==> src/rtl/div_pkg.sv <==
// div_pkg
//   Shared definitions for the iterative divider: operand width, iteration
//   counter width and the controller state encoding.
package div_pkg;

    localparam int unsigned W     = 32;
    localparam int unsigned CNT_W = 6;

    typedef enum logic [2:0] {
        IDLE,
        PREP,
        CALC,
        FIX,
        DONE
    } state_t;

endpackage

==> src/rtl/div_step.sv <==
// div_step
//   One combinational restoring-division iteration.
//   rem      : partial remainder (W+1 bits)
//   quo      : shifting dividend/quotient register (W bits)
//   dvs      : divisor magnitude (W bits)
//   rem_next : partial remainder after the step
//   quo_next : quotient register after the step (new bit in LSB)
module div_step
    import div_pkg::*;
(
    input  logic [W:0]   rem,
    input  logic [W-1:0] quo,
    input  logic [W-1:0] dvs,
    output logic [W:0]   rem_next,
    output logic [W-1:0] quo_next
);

    // One extra bit above the W+1-bit remainder so the trial-subtract
    // borrow is visible even when the shifted remainder exceeds 2^W.
    logic [W+1:0] shifted;
    logic [W+1:0] diff;

    always_comb begin
        shifted = {rem, quo[W-1]};
        diff    = shifted - {2'b00, dvs};
        if (diff[W+1]) begin
            rem_next = shifted[W:0];
            quo_next = {quo[W-2:0], 1'b0};
        end else begin
            rem_next = diff[W:0];
            quo_next = {quo[W-2:0], 1'b1};
        end
    end

endmodule

==> src/rtl/div_unit.sv <==
// div_unit
//   Iterative 32-bit DIV/DIVU unit feeding the HI/LO register-file port.
//   clk, resetn          : clock, async active-low reset
//   start, signed_op     : request (sampled in IDLE), 1 = signed DIV
//   dividend, divisor    : operands, captured with start
//   cancel               : pipeline flush, aborts any operation
//   stall_req, busy      : pipeline hold / unit occupied
//   result_valid         : one-cycle pulse, mirrored on hi_we and lo_we
//   hi_wdata, lo_wdata   : remainder / quotient, registered
module div_unit
    import div_pkg::*;
(
    input  logic         clk,
    input  logic         resetn,
    input  logic         start,
    input  logic         signed_op,
    input  logic [W-1:0] dividend,
    input  logic [W-1:0] divisor,
    input  logic         cancel,
    output logic         stall_req,
    output logic         busy,
    output logic         result_valid,
    output logic         hi_we,
    output logic         lo_we,
    output logic [W-1:0] hi_wdata,
    output logic [W-1:0] lo_wdata
);

    state_t           state;
    logic [CNT_W-1:0] cnt;
    logic [W-1:0]     dvd_r;
    logic [W-1:0]     dvs_r;
    logic             sop_r;
    logic             dvd_neg;
    logic             dvs_neg;
    logic [W-1:0]     dvs_mag;
    logic [W:0]       rem;
    logic [W-1:0]     quo;
    logic [W:0]       rem_nx;
    logic [W-1:0]     quo_nx;

    div_step u_step (
        .rem      (rem),
        .quo      (quo),
        .dvs      (dvs_mag),
        .rem_next (rem_nx),
        .quo_next (quo_nx)
    );

    always_ff @(posedge clk or negedge resetn) begin
        if (!resetn) begin
            state        <= IDLE;
            cnt          <= '0;
            dvd_r        <= '0;
            dvs_r        <= '0;
            sop_r        <= 1'b0;
            dvd_neg      <= 1'b0;
            dvs_neg      <= 1'b0;
            dvs_mag      <= '0;
            rem          <= '0;
            quo          <= '0;
            result_valid <= 1'b0;
            hi_wdata     <= '0;
            lo_wdata     <= '0;
        end else begin
            result_valid <= 1'b0;
            if (cancel && state != IDLE) begin
                state <= IDLE;
            end else begin
                case (state)
                    IDLE: begin
                        if (start && !cancel) begin
                            dvd_r   <= dividend;
                            dvs_r   <= divisor;
                            sop_r   <= signed_op;
                            dvd_neg <= dividend[W-1];
                            dvs_neg <= divisor[W-1];
                            state   <= PREP;
                        end
                    end
                    PREP: begin
                        quo     <= (sop_r && dvd_neg) ? -dvd_r : dvd_r;
                        dvs_mag <= (sop_r && dvs_neg) ? -dvs_r : dvs_r;
                        rem     <= '0;
                        cnt     <= '0;
                        if (dvs_r == '0) begin
                            lo_wdata     <= '1;
                            hi_wdata     <= dvd_r;
                            result_valid <= 1'b1;
                            state        <= DONE;
                        end else begin
                            state <= CALC;
                        end
                    end
                    CALC: begin
                        rem <= rem_nx;
                        quo <= quo_nx;
                        cnt <= cnt + CNT_W'(1);
                        if (cnt == CNT_W'(W - 1)) begin
                            state <= FIX;
                        end
                    end
                    FIX: begin
                        lo_wdata     <= (sop_r && (dvd_neg ^ dvs_neg)) ? -quo : quo;
                        hi_wdata     <= (sop_r && dvd_neg) ? -rem[W-1:0] : rem[W-1:0];
                        result_valid <= 1'b1;
                        state        <= DONE;
                    end
                    DONE: begin
                        state <= IDLE;
                    end
                    default: begin
                        state <= IDLE;
                    end
                endcase
            end
        end
    end

    // The IDLE term lets the pipeline freeze in the same cycle the request is accepted.
    assign stall_req = ((state == IDLE) && start && !cancel) ||
                       (state == PREP) || (state == CALC) || (state == FIX);
    assign busy      = (state != IDLE);
    assign hi_we     = result_valid;
    assign lo_we     = result_valid;

endmodule

==> config.mk <==
export PLATFORM = sky130hd
export DESIGN_NAME = div_unit
export DESIGN_NICKNAME = d
export VERILOG_FILES = /design/src/rtl/div_pkg.sv /design/src/rtl/div_step.sv /design/src/rtl/div_unit.sv
export SDC_FILE = /design/constraint.sdc
export NUM_CORES = 1
export LEC_CHECK = 0
export BUFFER_PORTS_ARGS = -buffer_cell sky130_fd_sc_hd__buf_2
export CELL_PAD_IN_SITES_DETAIL_PLACEMENT = 1
export CELL_PAD_IN_SITES_GLOBAL_PLACEMENT = 2
export CORE_AREA = 4 4 199 201
export CTS_BUF_LIST = sky130_fd_sc_hd__clkbuf_8 sky130_fd_sc_hd__clkbuf_16
export DETAILED_ROUTE_END_ITERATION = 7
export DIE_AREA = 0 0 203 205
export PLACE_DENSITY_LB_ADDON = 0.1
export SLEW_MARGIN = 15
export SYNTH_ARGS = -nofsm -noshare
export SYNTH_HDL_FRONTEND = slang
export SYNTH_HIERARCHICAL = 1
export SYNTH_SLANG_ARGS = --single-unit
==> constraint.sdc <==
create_clock -name clk -period 3.4 [get_ports clk]
set_input_delay 0.68 -clock clk [delete_from_list [all_inputs] [get_ports clk]]
set_output_delay 0.68 -clock clk [all_outputs]
set_load 0.02 [all_outputs]
==> results of run 1 <==
[layer usage]
| layer | up-vias | routed length [um] | part of all wire | track usage |
|---|---|---|---|---|
| met5 | - | 0 | 0 | 0 |
| met4 | 0 | 1250 | 0.029 | 0.0558 |
| met3 | 72 | 1360 | 0.031 | 0.0268 |
| met2 | 192 | 21100 | 0.48 | 0.360 |
| met1 | 5734 | 20000 | 0.46 | 0.276 |
| li1 | 5779 | - | - | - |
[sequential cells by signal, summed over array words and instances (netlist names)]
name,flops
state,3
cnt,6
rem,33
quo,32
hi_wdata,32
dvs_r,32
dvd_r,32
hi_we,1
lo_wdata,32
dvs_mag,32
sop_r,1
[worst reg2reg max path, delay by kind of cell (launching register included)]
| kind | cells | cell delay, ns |
|---|---|---|
| xor gates and xnor gates | 2 | 0.27 |
| buffers and inverters | 2 | 0.31 |
| and+or+nand+nor | 3 | 0.79 |
| AOI/OAI and AO/OA | 5 | 1.07 |
| DFF | 1 | 0.39 |
| adders and majority gates | 1 | 0.32 |
[power by group]
group          switching (uW)  internal, uW
Clock                    1270          2140
Sequential               1090          3790
Combinational            5210          3990
Total                    7570          9920
[cell type report]
class	instances	share of cell area
Tap cell	511	0.0380
Timing Repair Buffer	223	0.0831
Clock inverter	11	0.00721
Sequential cell	236	0.351
Clock buffer	44	0.0567
Inverter	52	0.0117
Multi-Input combinational cell	1152	0.453
[cells by family (layout without fill, tap and decap cells)]
| logic type | after synthesis | in the layout | share of synthesized area |
|---|---|---|---|
| simple gates | 451 | 451 | 0.146 |
| compound gates | 435 | 435 | 0.193 |
| flops | 236 | 236 | 0.415 |
| buf+inv | 172 | 330 | 0.0575 |
| xor+xnor | 146 | 146 | 0.0911 |
| mux | 82 | 82 | 0.0638 |
| fa+ha+maj | 38 | 38 | 0.0339 |
[synth_stat cells, types with 3 or more instances]
cell type                    n
sky130_fd_sc_hd__nand2b_1    8
sky130_fd_sc_hd__a21oi_1    94
sky130_fd_sc_hd__nand3_1    25
sky130_fd_sc_hd__o21a_1      5
sky130_fd_sc_hd__mux2_2     70
sky130_fd_sc_hd__o22ai_1     9
sky130_fd_sc_hd__nor4_1     13
sky130_fd_sc_hd__nand2_1   162
sky130_fd_sc_hd__xnor2_1    67
sky130_fd_sc_hd__or3_1      18
sky130_fd_sc_hd__nand4_1    10
sky130_fd_sc_hd__a41oi_1     3
sky130_fd_sc_hd__nor2_1    136
sky130_fd_sc_hd__and2_1      8
sky130_fd_sc_hd__clkbuf_1   75
sky130_fd_sc_hd__buf_4      35
sky130_fd_sc_hd__a21o_1     23
sky130_fd_sc_hd__o31ai_1    34
sky130_fd_sc_hd__buf_6       5
sky130_fd_sc_hd__a221o_1     3
sky130_fd_sc_hd__a31oi_1    35
sky130_fd_sc_hd__or4_1       7
sky130_fd_sc_hd__nor3_1     26
sky130_fd_sc_hd__dfrtp_1   236
sky130_fd_sc_hd__nor3b_1     4
sky130_fd_sc_hd__ha_1       37
sky130_fd_sc_hd__o211ai_1   18
sky130_fd_sc_hd__a211oi_1    6
sky130_fd_sc_hd__or2_2       7
sky130_fd_sc_hd__inv_1      50
sky130_fd_sc_hd__xor2_1     78
sky130_fd_sc_hd__nor2b_1     5
sky130_fd_sc_hd__and3_1     10
sky130_fd_sc_hd__o41ai_1    11
sky130_fd_sc_hd__a22o_1     31
sky130_fd_sc_hd__mux2i_1    12
sky130_fd_sc_hd__o21ai_0   137
sky130_fd_sc_hd__a31o_2      3
[through the flow]
stage                     setup TNS, ns  hold slack, ns  setup WS, ns
after floorplan                       0           0.384         0.277
after global placement                0           0.453        0.0882
after detailed placement              0           0.465        0.0210
after CTS                             0          0.0688       0.00597
after global routing            -0.0103          0.0951       -0.0103
final                                 0          0.0711         0.131
[repair_timing]
| action | 4_1_cts | 5_1_grt |
|---|---|---|
| endpoints found under the setup margin | 0 | 30 |
| gates resized for setup | 0 | 12 |
| setup buffers | 0 | 2 |
[path summary, 6_finish.rpt]
check	startpoint	end	slack, ns	depth (start not counted)
worst min-delay path	resetn	lo_wdata[1]	0.07	1
worst min register to register	dvs_mag[31]	dvs_mag[31]	0.47	2
min in group clk	cancel	state[0]	0.31	2
worst max-delay path	rem[9]	rem[32]	0.13	13
max in group asynchronous	resetn	dvs_mag[7]	2.46	2
worst max register to register	rem[9]	rem[32]	0.13	13
==> flow_metrics.tcl, run 1 <==
set metrics [dict create \
    run_status "completed" \
    power_density_nw_per_um2 1040 \
    crit_buf_inv 2 \
    cpMostUsedCell "sky130_fd_sc_hd__and3_4" \
    synthFlopType "sky130_fd_sc_hd__dfrtp_1" \
    placed_area_um2 15700 \
    slew_violations 0 \
    ys_async_sr_fraction 1.00 \
    layoutNonFillerInstCount 2229 \
    grt_antenna_before_repair 0 \
    design_area_um2 16800 \
    slew_headroom 0.472 \
    sequential_area_share_after_synthesis 0.415 \
    start_util 0.379 \
    crit_family "compound AO/OA/AOI/OAI gates" \
    post_synth_instance_area_um2 14200 \
    cell_by_cell_trace_of_the_critical_path "ha_1, and3_4, or3b_4, a211oi_4, buf_4, o31ai_1, and3_4, o31a_4, xor2_4, buf_6, a2111oi_4, xor2_1, a22o_1" \
    place.gp.congestion 0.875 \
    grt_pass1_vias 12500 \
    placed_cells_incl_taps 2172 \
    ys_warn_count 6 \
    critPathCaptureType "flip-flop" \
    coreArea_um2 37600 \
    critPathRequiredTime_ns 3.86 \
    min_period_ns 3.27 \
    multi_input_comb_area_um2 7620 \
    clkSinkCount 236 \
    grt_pass1_wl_um 70400 \
    die-area_um2 41600 \
    worstSetupStartpointType "flip-flop" \
    clock.fmax_mhz 306 \
    setup_viol 0 \
    post-layout-total-power_uw 17500 \
    final_layout_size_suffix_gt1_frac 0.222 \
    final_common_cell "sky130_fd_sc_hd__dfrtp_1" \
    firstDrtPassIters 4 \
    routed-via-count 11800 \
    postCtsHoldBufs 0 \
    hold_viol_final 0 \
    cp_max_fo 8 \
    area.sequential_um2 5910 \
    worstHoldPathType "input pin to asynchronous set/reset pin" \
    critical-path-slowest-cell "sky130_fd_sc_hd__dfrtp_1" \
    io_pins 138 \
    setup.worst_path.class "flip-flop to flip-flop" \
    antennaDiodeCount 0 \
    drc 0 \
    final_util 0.448 \
    worstMarginPinSlew_ns 0.789 \
    core.rowCount 71 \
    number_of_fill_cells_in_the_layout 4360 \
    syn_to_final_growth_pct 18.2 \
    clock_transition_at_path_regs_ns 0.06 \
    leakage_power_total_uw 0.00768 \
    vdd_drop_max_mv 0.508 \
    route.detailed.wl_per_inst_um 19.6 \
    layout_worst_path_cycle_share 0.961 \
    clock_tree.root_cell "sky130_fd_sc_hd__clkbuf_16" \
    grt_overflow_total 0 \
    syn_avg_cell_area_um2 9.13 \
    die_height_um 205 \
    cap_viol_max_count 0 \
    clock_latency_ns 0.57 \
    count_of_flip_flops_with_a_built_in_enable_after_synthesis 0 \
    most-common-layout-cells "sky130_fd_sc_hd__dfrtp_1, sky130_fd_sc_hd__nand2_1, sky130_fd_sc_hd__o21ai_0" \
    wl_um 43700 \
    synth.top_cell.area_share 0.415 \
    largest_net_degree_at_the_start_of_global_routing 65 \
    aggregate_global_route_resource_usage 0.208 \
    vias_per_cell 5.28 \
    synth_area_leader "sky130_fd_sc_hd__dfrtp_1" \
    drt-initial-drc-count 423 \
    synth_nets 1667 \
    floorplan.die.width_um 203 \
    yosys_register_bits 236 \
    hpwlAfterDp_um 33000 \
    critical_path.max_stage_delay_ns 0.39 \
    cp_data_arrival_time_ns 3.73 \
    final_ant_viol_nets 0 \
    final.setup_skew_ns 0.0114 \
    synth_area_leaders "sky130_fd_sc_hd__dfrtp_1, sky130_fd_sc_hd__mux2_2, sky130_fd_sc_hd__o21ai_0, sky130_fd_sc_hd__xor2_1, sky130_fd_sc_hd__nand2_1" \
    cts_made_buffers 30 \
    port_buffers 137 \
    h-tree-depth 1 \
    tritoncts "built" \
    yosys.cell_types.count 72 \
    synthesis.instances 1560 \
    clockBufferDepth 3 \
    final_net_count 1802 \
]
Note: power is estimated with default switching activity, not from simulation.
==> run 2: changes to the inputs <==
--- a/config.mk
+++ b/config.mk
@@ -12,7 +12,9 @@
 export CTS_BUF_LIST = sky130_fd_sc_hd__clkbuf_8 sky130_fd_sc_hd__clkbuf_16
 export DETAILED_ROUTE_END_ITERATION = 7
 export DIE_AREA = 0 0 203 205
+export GPL_TIMING_DRIVEN = 1
 export PLACE_DENSITY_LB_ADDON = 0.1
+export REMOVE_ABC_BUFFERS = 1
 export SLEW_MARGIN = 15
 export SYNTH_ARGS = -nofsm -noshare
 export SYNTH_HDL_FRONTEND = slang
==> run 2 against run 1 <==
Against the previous run: combinational power decreased by 2%; global-route usage decreased by 0.39 points; largest cell class unchanged; clock power decreased by 6.5%; highest routed layer unchanged; hold slack got worse by 0.036 ns; clock skew increased by 0.0034 ns; sequential share of layout area increased by 0.27 points.
==> flow_metrics.tcl, run 2 (same netlist as run 1, synthesis figures left out) <==
set metrics [dict create \
    run_status "completed" \
    tritoncts "built" \
    largest-register "rem" \
    cts_made_buffers 29 \
    aggregate_global_route_resource_usage 0.204 \
    clkSinkCount 236 \
    setup_repair_after_global_routing_missed_its_margin "no" \
    syn_to_final_growth_pct 17.3 \
    coreArea_um2 37600 \
    critPathRequiredTime_ns 3.86 \
    start_util 0.379 \
    worstHoldPathType "input pin to asynchronous set/reset pin" \
    clock_tree.root_cell "sky130_fd_sc_hd__clkbuf_16" \
    area.sequential_um2 5910 \
    final_ant_viol_nets 0 \
    final_common_cell "sky130_fd_sc_hd__dfrtp_1" \
    clockBufferDepth 3 \
    floorplan.die.width_um 203 \
    setup_viol 0 \
    grt_pass1_vias 12400 \
    fin_worst_hold_slack_ns 0.0347 \
    cp_data_arrival_time_ns 3.76 \
    largest_net_degree_at_the_start_of_global_routing 90 \
    layout_worst_path_cycle_share 0.971 \
    min_period_ns 3.30 \
    final_net_count 1802 \
    slew_violations 0 \
    grt_antenna_before_repair 0 \
    routed-via-count 11800 \
    cap_viol_max_count 0 \
    place.gp.congestion 0.824 \
    vias_per_cell 5.29 \
    most-common-layout-cells "sky130_fd_sc_hd__dfrtp_1, sky130_fd_sc_hd__nand2_1, sky130_fd_sc_hd__o21ai_0" \
    h-tree-depth 1 \
    drt-initial-drc-count 442 \
    reg2reg_setup_slack_ns 0.1 \
    grt_overflow_total 0 \
    crit-reg2reg-capture "rem[32]" \
    hold_viol_final 0 \
    post-cts-setup-buffer-count 0 \
    rr_worst_depth 12 \
    layoutNonFillerInstCount 2226 \
    firstDrtPassIters 4 \
    final_layout_size_suffix_gt1_frac 0.217 \
    critPathCaptureType "flip-flop" \
    antennaDiodeCount 0 \
    die_height_um 205 \
    startpoint_of_the_most_critical_register_to_register_path "rem[8]" \
    number_of_fill_cells_in_the_layout 4382 \
    worstMarginPinSlew_ns 0.919 \
    grt_pass1_wl_um 69500 \
    io_pins 138 \
    final_util 0.445 \
    clock_latency_ns 0.57 \
    die-area_um2 41600 \
    postCtsHoldBufs 0 \
    drc 0 \
    route.detailed.wl_per_inst_um 19.1 \
    slew_headroom 0.387 \
    placed_cells_incl_taps 2175 \
    core.rowCount 71 \
    clock_transition_at_path_regs_ns 0.06 \
    vdd_drop_max_mv 0.496 \
    largest_reg_flops 33 \
    hpwlAfterDp_um 32000 \
    clock.fmax_mhz 303 \
    leakage_power_total_uw 0.00763 \
    final.setup_skew_ns 0.0148 \
    placed_area_um2 15700 \
    design_area_um2 16700 \
    worstSetupStartpointType "flip-flop" \
    setup.worst_path.class "flip-flop to flip-flop" \
    multi_input_comb_area_um2 7590 \
    cp_max_fo 13 \
    port_buffers 137 \
    power_density_nw_per_um2 1020 \
    wl_um 42600 \
]
run 2: changes by cell type in the layout (fill, tap and decap cells not counted), moves of 2 or more:
cell                        previous run  this run
sky130_fd_sc_hd__ha_4                  3         1
sky130_fd_sc_hd__clkbuf_16            31        29
sky130_fd_sc_hd__ha_1                 34        36
sky130_fd_sc_hd__clkinv_2              2         5
sky130_fd_sc_hd__buf_4                80        82
sky130_fd_sc_hd__clkbuf_8             13         5
run 2: report_power, final:
part	internal, uW	total (uW)	switching (uW)
clock	1950	3190	1240
combinational	3940	9040	5100
sequential	3790	4840	1060
run 2: final cells by class:
cell class,count,share of cell area
multi-input cells,1152,0.454
flip-flops and latches,236,0.353
repair buffers,224,0.0839
clock buffers,34,0.0475
well taps,511,0.0383
inverters,52,0.0118
clock inverters,17,0.0109
run 2: worst max-delay path, cell delays in order, from the launching register on:
cell	delay [ns]
sky130_fd_sc_hd__dfrtp_1	0.40
sky130_fd_sc_hd__ha_1	0.34
sky130_fd_sc_hd__and3_1	0.19
sky130_fd_sc_hd__or3b_1	0.40
sky130_fd_sc_hd__a211oi_4	0.26
sky130_fd_sc_hd__o31ai_1	0.13
sky130_fd_sc_hd__and3_4	0.21
sky130_fd_sc_hd__o31a_4	0.30
sky130_fd_sc_hd__xor2_4	0.17
sky130_fd_sc_hd__buf_4	0.19
sky130_fd_sc_hd__a2111oi_4	0.29
sky130_fd_sc_hd__xor2_1	0.10
sky130_fd_sc_hd__a22o_1	0.20
run 2: how the worst max path moves through the flow:
| stage | slack [ns] | to | from |
|---|---|---|---|
| 2_1_floorplan | -0.61 | stall_req | cancel |
| 3_3_place_gp | 0.09 | rem[27] | rem[8] |
| 3_5_place_dp | 0.01 | rem[27] | rem[7] |
| 4_1_cts | 0.008 | rem[32] | rem[7] |
| 5_1_grt | 0.008 | rem[32] | rem[8] |
| 6_report | 0.1 | rem[32] | rem[8] |
run 2: metrics by stage:
stage	total power (uW)	setup WS (ns)	setup TNS, ns
floorplan	10700	-0.607	-2.21
global placement	13700	0.0945	0
detailed placement	13900	0.0113	0
CTS	17200	0.00825	0
global route	18600	0.00821	0
finish	17100	0.0982	0
run 2: timing repair:
action	4_1_cts	5_1_grt
endpoints found under the setup margin	1	22
hold endpoints to repair	0	0
pin swaps	0	1
gates resized for setup	1	5
run 2: per-layer routing:
layer | share of wire | routed length (um) | track usage | up-vias
li1 | - | - | - | 5776
met1 | 0.45 | 19300 | 0.269 | 5787
met2 | 0.49 | 20900 | 0.359 | 153
met3 | 0.028 | 1210 | 0.0231 | 58
met4 | 0.028 | 1200 | 0.0541 | 0
met5 | 0 | 0 | 0 | -
==> run 3: changes to the inputs <==
--- a/config.mk
+++ b/config.mk
@@ -5,13 +5,14 @@
 export SDC_FILE = /design/constraint.sdc
 export NUM_CORES = 1
 export LEC_CHECK = 0
+export ABC_AREA = 1
 export BUFFER_PORTS_ARGS = -buffer_cell sky130_fd_sc_hd__buf_2
 export CELL_PAD_IN_SITES_DETAIL_PLACEMENT = 1
 export CELL_PAD_IN_SITES_GLOBAL_PLACEMENT = 2
-export CORE_AREA = 4 4 199 201
+export CORE_AREA = 4 4 229 231
 export CTS_BUF_LIST = sky130_fd_sc_hd__clkbuf_8 sky130_fd_sc_hd__clkbuf_16
 export DETAILED_ROUTE_END_ITERATION = 7
-export DIE_AREA = 0 0 203 205
+export DIE_AREA = 0 0 233 235
 export GPL_TIMING_DRIVEN = 1
 export PLACE_DENSITY_LB_ADDON = 0.1
 export REMOVE_ABC_BUFFERS = 1
==> run 3 against run 2 <==
Against the previous run: fmax rose by 20%; worst setup slack improved by 0.56 ns; clock power rose by 6%; highest routed layer unchanged.
==> flow_metrics.tcl, run 3 <==
set metrics [dict create \
    synth.mux.area_fraction 0.00265 \
    final.setup_skew_ns 0.0206 \
    clockBufferDepth 3 \
    post-layout-total-power_uw 23800 \
    setup.worst_path.class "flip-flop to flip-flop" \
    tritoncts "built" \
    layout_worst_path_cycle_share 0.807 \
    cap_viol_max_count 0 \
    pwr-share-comb 0.626 \
    clock_transition_at_path_regs_ns 0.06 \
    setup_viol 0 \
    place.gp.congestion 0.876 \
    reg2reg_setup_slack_ns 0.66 \
    most-common-layout-cells "sky130_fd_sc_hd__nand2_1, sky130_fd_sc_hd__inv_1, sky130_fd_sc_hd__nor2_1" \
    crit-reg2reg-capture "quo[0]" \
    cp_max_fo 34 \
    post-cts-setup-buffer-count 0 \
    die-area_um2 54800 \
    grt_pass1_wl_um 106000 \
    worstMarginPinSlew_ns 0.924 \
    clock_tree.root_cell "sky130_fd_sc_hd__clkbuf_16" \
    postCtsHoldBufs 0 \
    final_common_cell "sky130_fd_sc_hd__nand2_1" \
    grt_overflow_total 0 \
    largest_net_degree_at_the_start_of_global_routing 74 \
    routed-via-count 17300 \
    floorplan.die.width_um 233 \
    syn_to_final_growth_pct 12.6 \
    synth.top_cell.area_share 0.347 \
    post_synth_instance_area_um2 17000 \
    ys_async_sr_fraction 1.00 \
    resized_cells_post_cts 0 \
    drt-initial-drc-count 1160 \
    vias_per_cell 5.05 \
    slew_headroom 0.384 \
    clkSinkCount 236 \
    worstSetupStartpointType "flip-flop" \
    timing.final.ws_setup_ns 0.657 \
    sequential_area_share_after_synthesis 0.347 \
    power_density_nw_per_um2 1240 \
    drc 0 \
    io_pins 138 \
    clock_latency_ns 0.59 \
    crit_family "simple AND/OR/NAND/NOR gates" \
    ys_warn_count 6 \
    hold_viol_final 0 \
    clock_power_share 0.142 \
    largest_reg_flops 33 \
    firstDrtPassIters 5 \
    aggregate_global_route_resource_usage 0.244 \
    fraction_of_the_mapped_netlist_area_in_compound_gates 0.101 \
    synth_top_family_by_area "simple AND/OR/NAND/NOR gates" \
    critPathRequiredTime_ns 3.86 \
    startpoint_of_the_most_critical_register_to_register_path "rem[21]" \
    place_ws_ns 0.687 \
    largest-register "rem" \
    switchingPower_uw 13100 \
    core.rowCount 82 \
    power.internal_uw 10600 \
    min_period_ns 2.74 \
    synth_area_leader "sky130_fd_sc_hd__dfrtp_1" \
    setup_repair_after_global_routing_missed_its_margin "no" \
    h-tree-depth 1 \
    final_net_count 2828 \
    cp_data_arrival_time_ns 3.20 \
    layoutNonFillerInstCount 3416 \
    syn_avg_cell_area_um2 6.43 \
    synthFlopType "sky130_fd_sc_hd__dfrtp_1" \
    grt_antenna_before_repair 0 \
    critical-path-slowest-cell "sky130_fd_sc_hd__dfrtp_1" \
    synth_area_leaders "sky130_fd_sc_hd__dfrtp_1, sky130_fd_sc_hd__nand2_1, sky130_fd_sc_hd__nand3_1, sky130_fd_sc_hd__inv_1, sky130_fd_sc_hd__nor2_1" \
    clock.fmax_mhz 365 \
    synthTopCellsByCount "sky130_fd_sc_hd__nand2_1, sky130_fd_sc_hd__inv_1, sky130_fd_sc_hd__nor2_1" \
    critPathCaptureType "flip-flop" \
    synth_xor_xnor_area_share 0.0180 \
    final_ant_viol_nets 0 \
    wl_um 67100 \
    slew_violations 0 \
    start_util 0.340 \
    rr_worst_depth 13 \
    count_of_flip_flops_with_a_built_in_enable_after_synthesis 0 \
    cpMostUsedCell "sky130_fd_sc_hd__nand2_1" \
    grt_pass1_vias 17800 \
    synth_fa_ha_area_frac 0.0284 \
    die_height_um 235 \
    leakage_power_total_uw 0.0101 \
    placed_cells_incl_taps 3361 \
    critical_path.max_stage_delay_ns 0.48 \
    synthesis.instances 2645 \
    antennaDiodeCount 0 \
    timing.setup.tns_ns 0 \
    share_seq_of_total_power 0.232 \
    coreArea_um2 50100 \
    most_frequently_used_cell_type_in_the_post_synthesis_netlist "sky130_fd_sc_hd__nand2_1" \
    hpwlAfterDp_um 52600 \
    yosys.cell_types.count 48 \
    port_buffers 137 \
    cts_made_buffers 30 \
    final_layout_size_suffix_gt1_frac 0.103 \
    post_synth_and_or_nand_nor_area_fraction 0.384 \
    swShare 0.552 \
    crit_buf_inv 2 \
    vdd_drop_max_mv 0.448 \
    route.detailed.wl_per_inst_um 19.6 \
    worstHoldPathType "input pin to asynchronous set/reset pin" \
    cell_by_cell_trace_of_the_critical_path "ha_1, nand2_1, inv_1, nand2_1, inv_1, nand2_1, a21oi_1, nor2_2, nand2_2, nand2_4, nand2_1, o211ai_1, o21ai_0" \
    run_status "completed" \
    yosys_register_bits 236 \
    number_of_fill_cells_in_the_layout 6605 \
]
run 3: cell count changes in the layout (fill, tap and decap cells not counted), moves of 23 or more:
cell	change
sky130_fd_sc_hd__o31ai_1	-30
sky130_fd_sc_hd__xor2_1	-44
sky130_fd_sc_hd__xnor2_1	-66
sky130_fd_sc_hd__nand3_1	+249
sky130_fd_sc_hd__nor2_1	+179
sky130_fd_sc_hd__a21oi_1	+33
sky130_fd_sc_hd__inv_1	+281
sky130_fd_sc_hd__a31oi_1	-32
sky130_fd_sc_hd__nand2_1	+687
sky130_fd_sc_hd__mux2_2	-66
sky130_fd_sc_hd__a21o_1	-23
sky130_fd_sc_hd__buf_4	-63
sky130_fd_sc_hd__a22o_1	-29
run 3: kinds of logic (layout without fill, tap and decap cells):
kind of cell	Yosys count	after routing
multiplexers	4	4
XOR/XNOR	35	35
adder cells (fa/ha/maj)	38	38
AO/OA/AOI/OAI	318	318
buffers and inverters	464	563
AND/OR/NAND/NOR	1550	1550
flip-flops	236	236
run 3: worst max-delay path by stage:
stage / cells past startpoint / from / end
6_report: 13 / rem[21] / quo[0]
2_1_floorplan: 4 / start / stall_req
4_1_cts: 10 / dvs_r[0] / hi_wdata[24]
3_5_place_dp: 13 / rem[20] / quo[0]
3_3_place_gp: 13 / rem[20] / quo[0]
5_1_grt: 13 / rem[20] / quo[0]
run 3: final cells by class:
class                   instances  area, um2  share of cell area
flip-flops and latches        236       5910               0.308
clock inverters                15        161             0.00843
clock buffers                  40        888              0.0464
multi-input cells            1945       9080               0.474
well taps                     672        841              0.0439
inverters                     345       1290              0.0676
repair buffers                163        978              0.0511
run 3: layer usage:
| metal | up-vias | share of wire | track usage |
|---|---|---|---|
| met4 | 0 | 0.036 | 0.0764 |
| li1 | 8500 | - | - |
| met3 | 103 | 0.032 | 0.0222 |
| met5 | - | 0 | 0 |
| met2 | 283 | 0.47 | 0.406 |
| met1 | 8366 | 0.46 | 0.334 |
run 3: power groups by stage:
stage | sequential [uW] | clock (uW) | combinational (uW)
2_1_floorplan | 5490 | 0 | 9620
3_3_place_gp | 5500 | 0 | 14700
3_5_place_dp | 5550 | 0 | 14900
4_1_cts | 5510 | 3470 | 15000
5_1_grt | 5700 | 3600 | 16800
6_report | 5510 | 3380 | 14900
run 3: per-stage QoR:
| stage | hold slack (ns) | area, um2 | util |
|---|---|---|---|
| finish | 0.0310 | 19100 | 0.382 |
| global placement | 0.456 | 18100 | 0.362 |
| detailed placement | 0.460 | 18100 | 0.362 |
| floorplan | 0.384 | 16300 | - |
| CTS | 0.0478 | 19100 | 0.382 |
| global route | 0.0647 | 19100 | 0.382 |
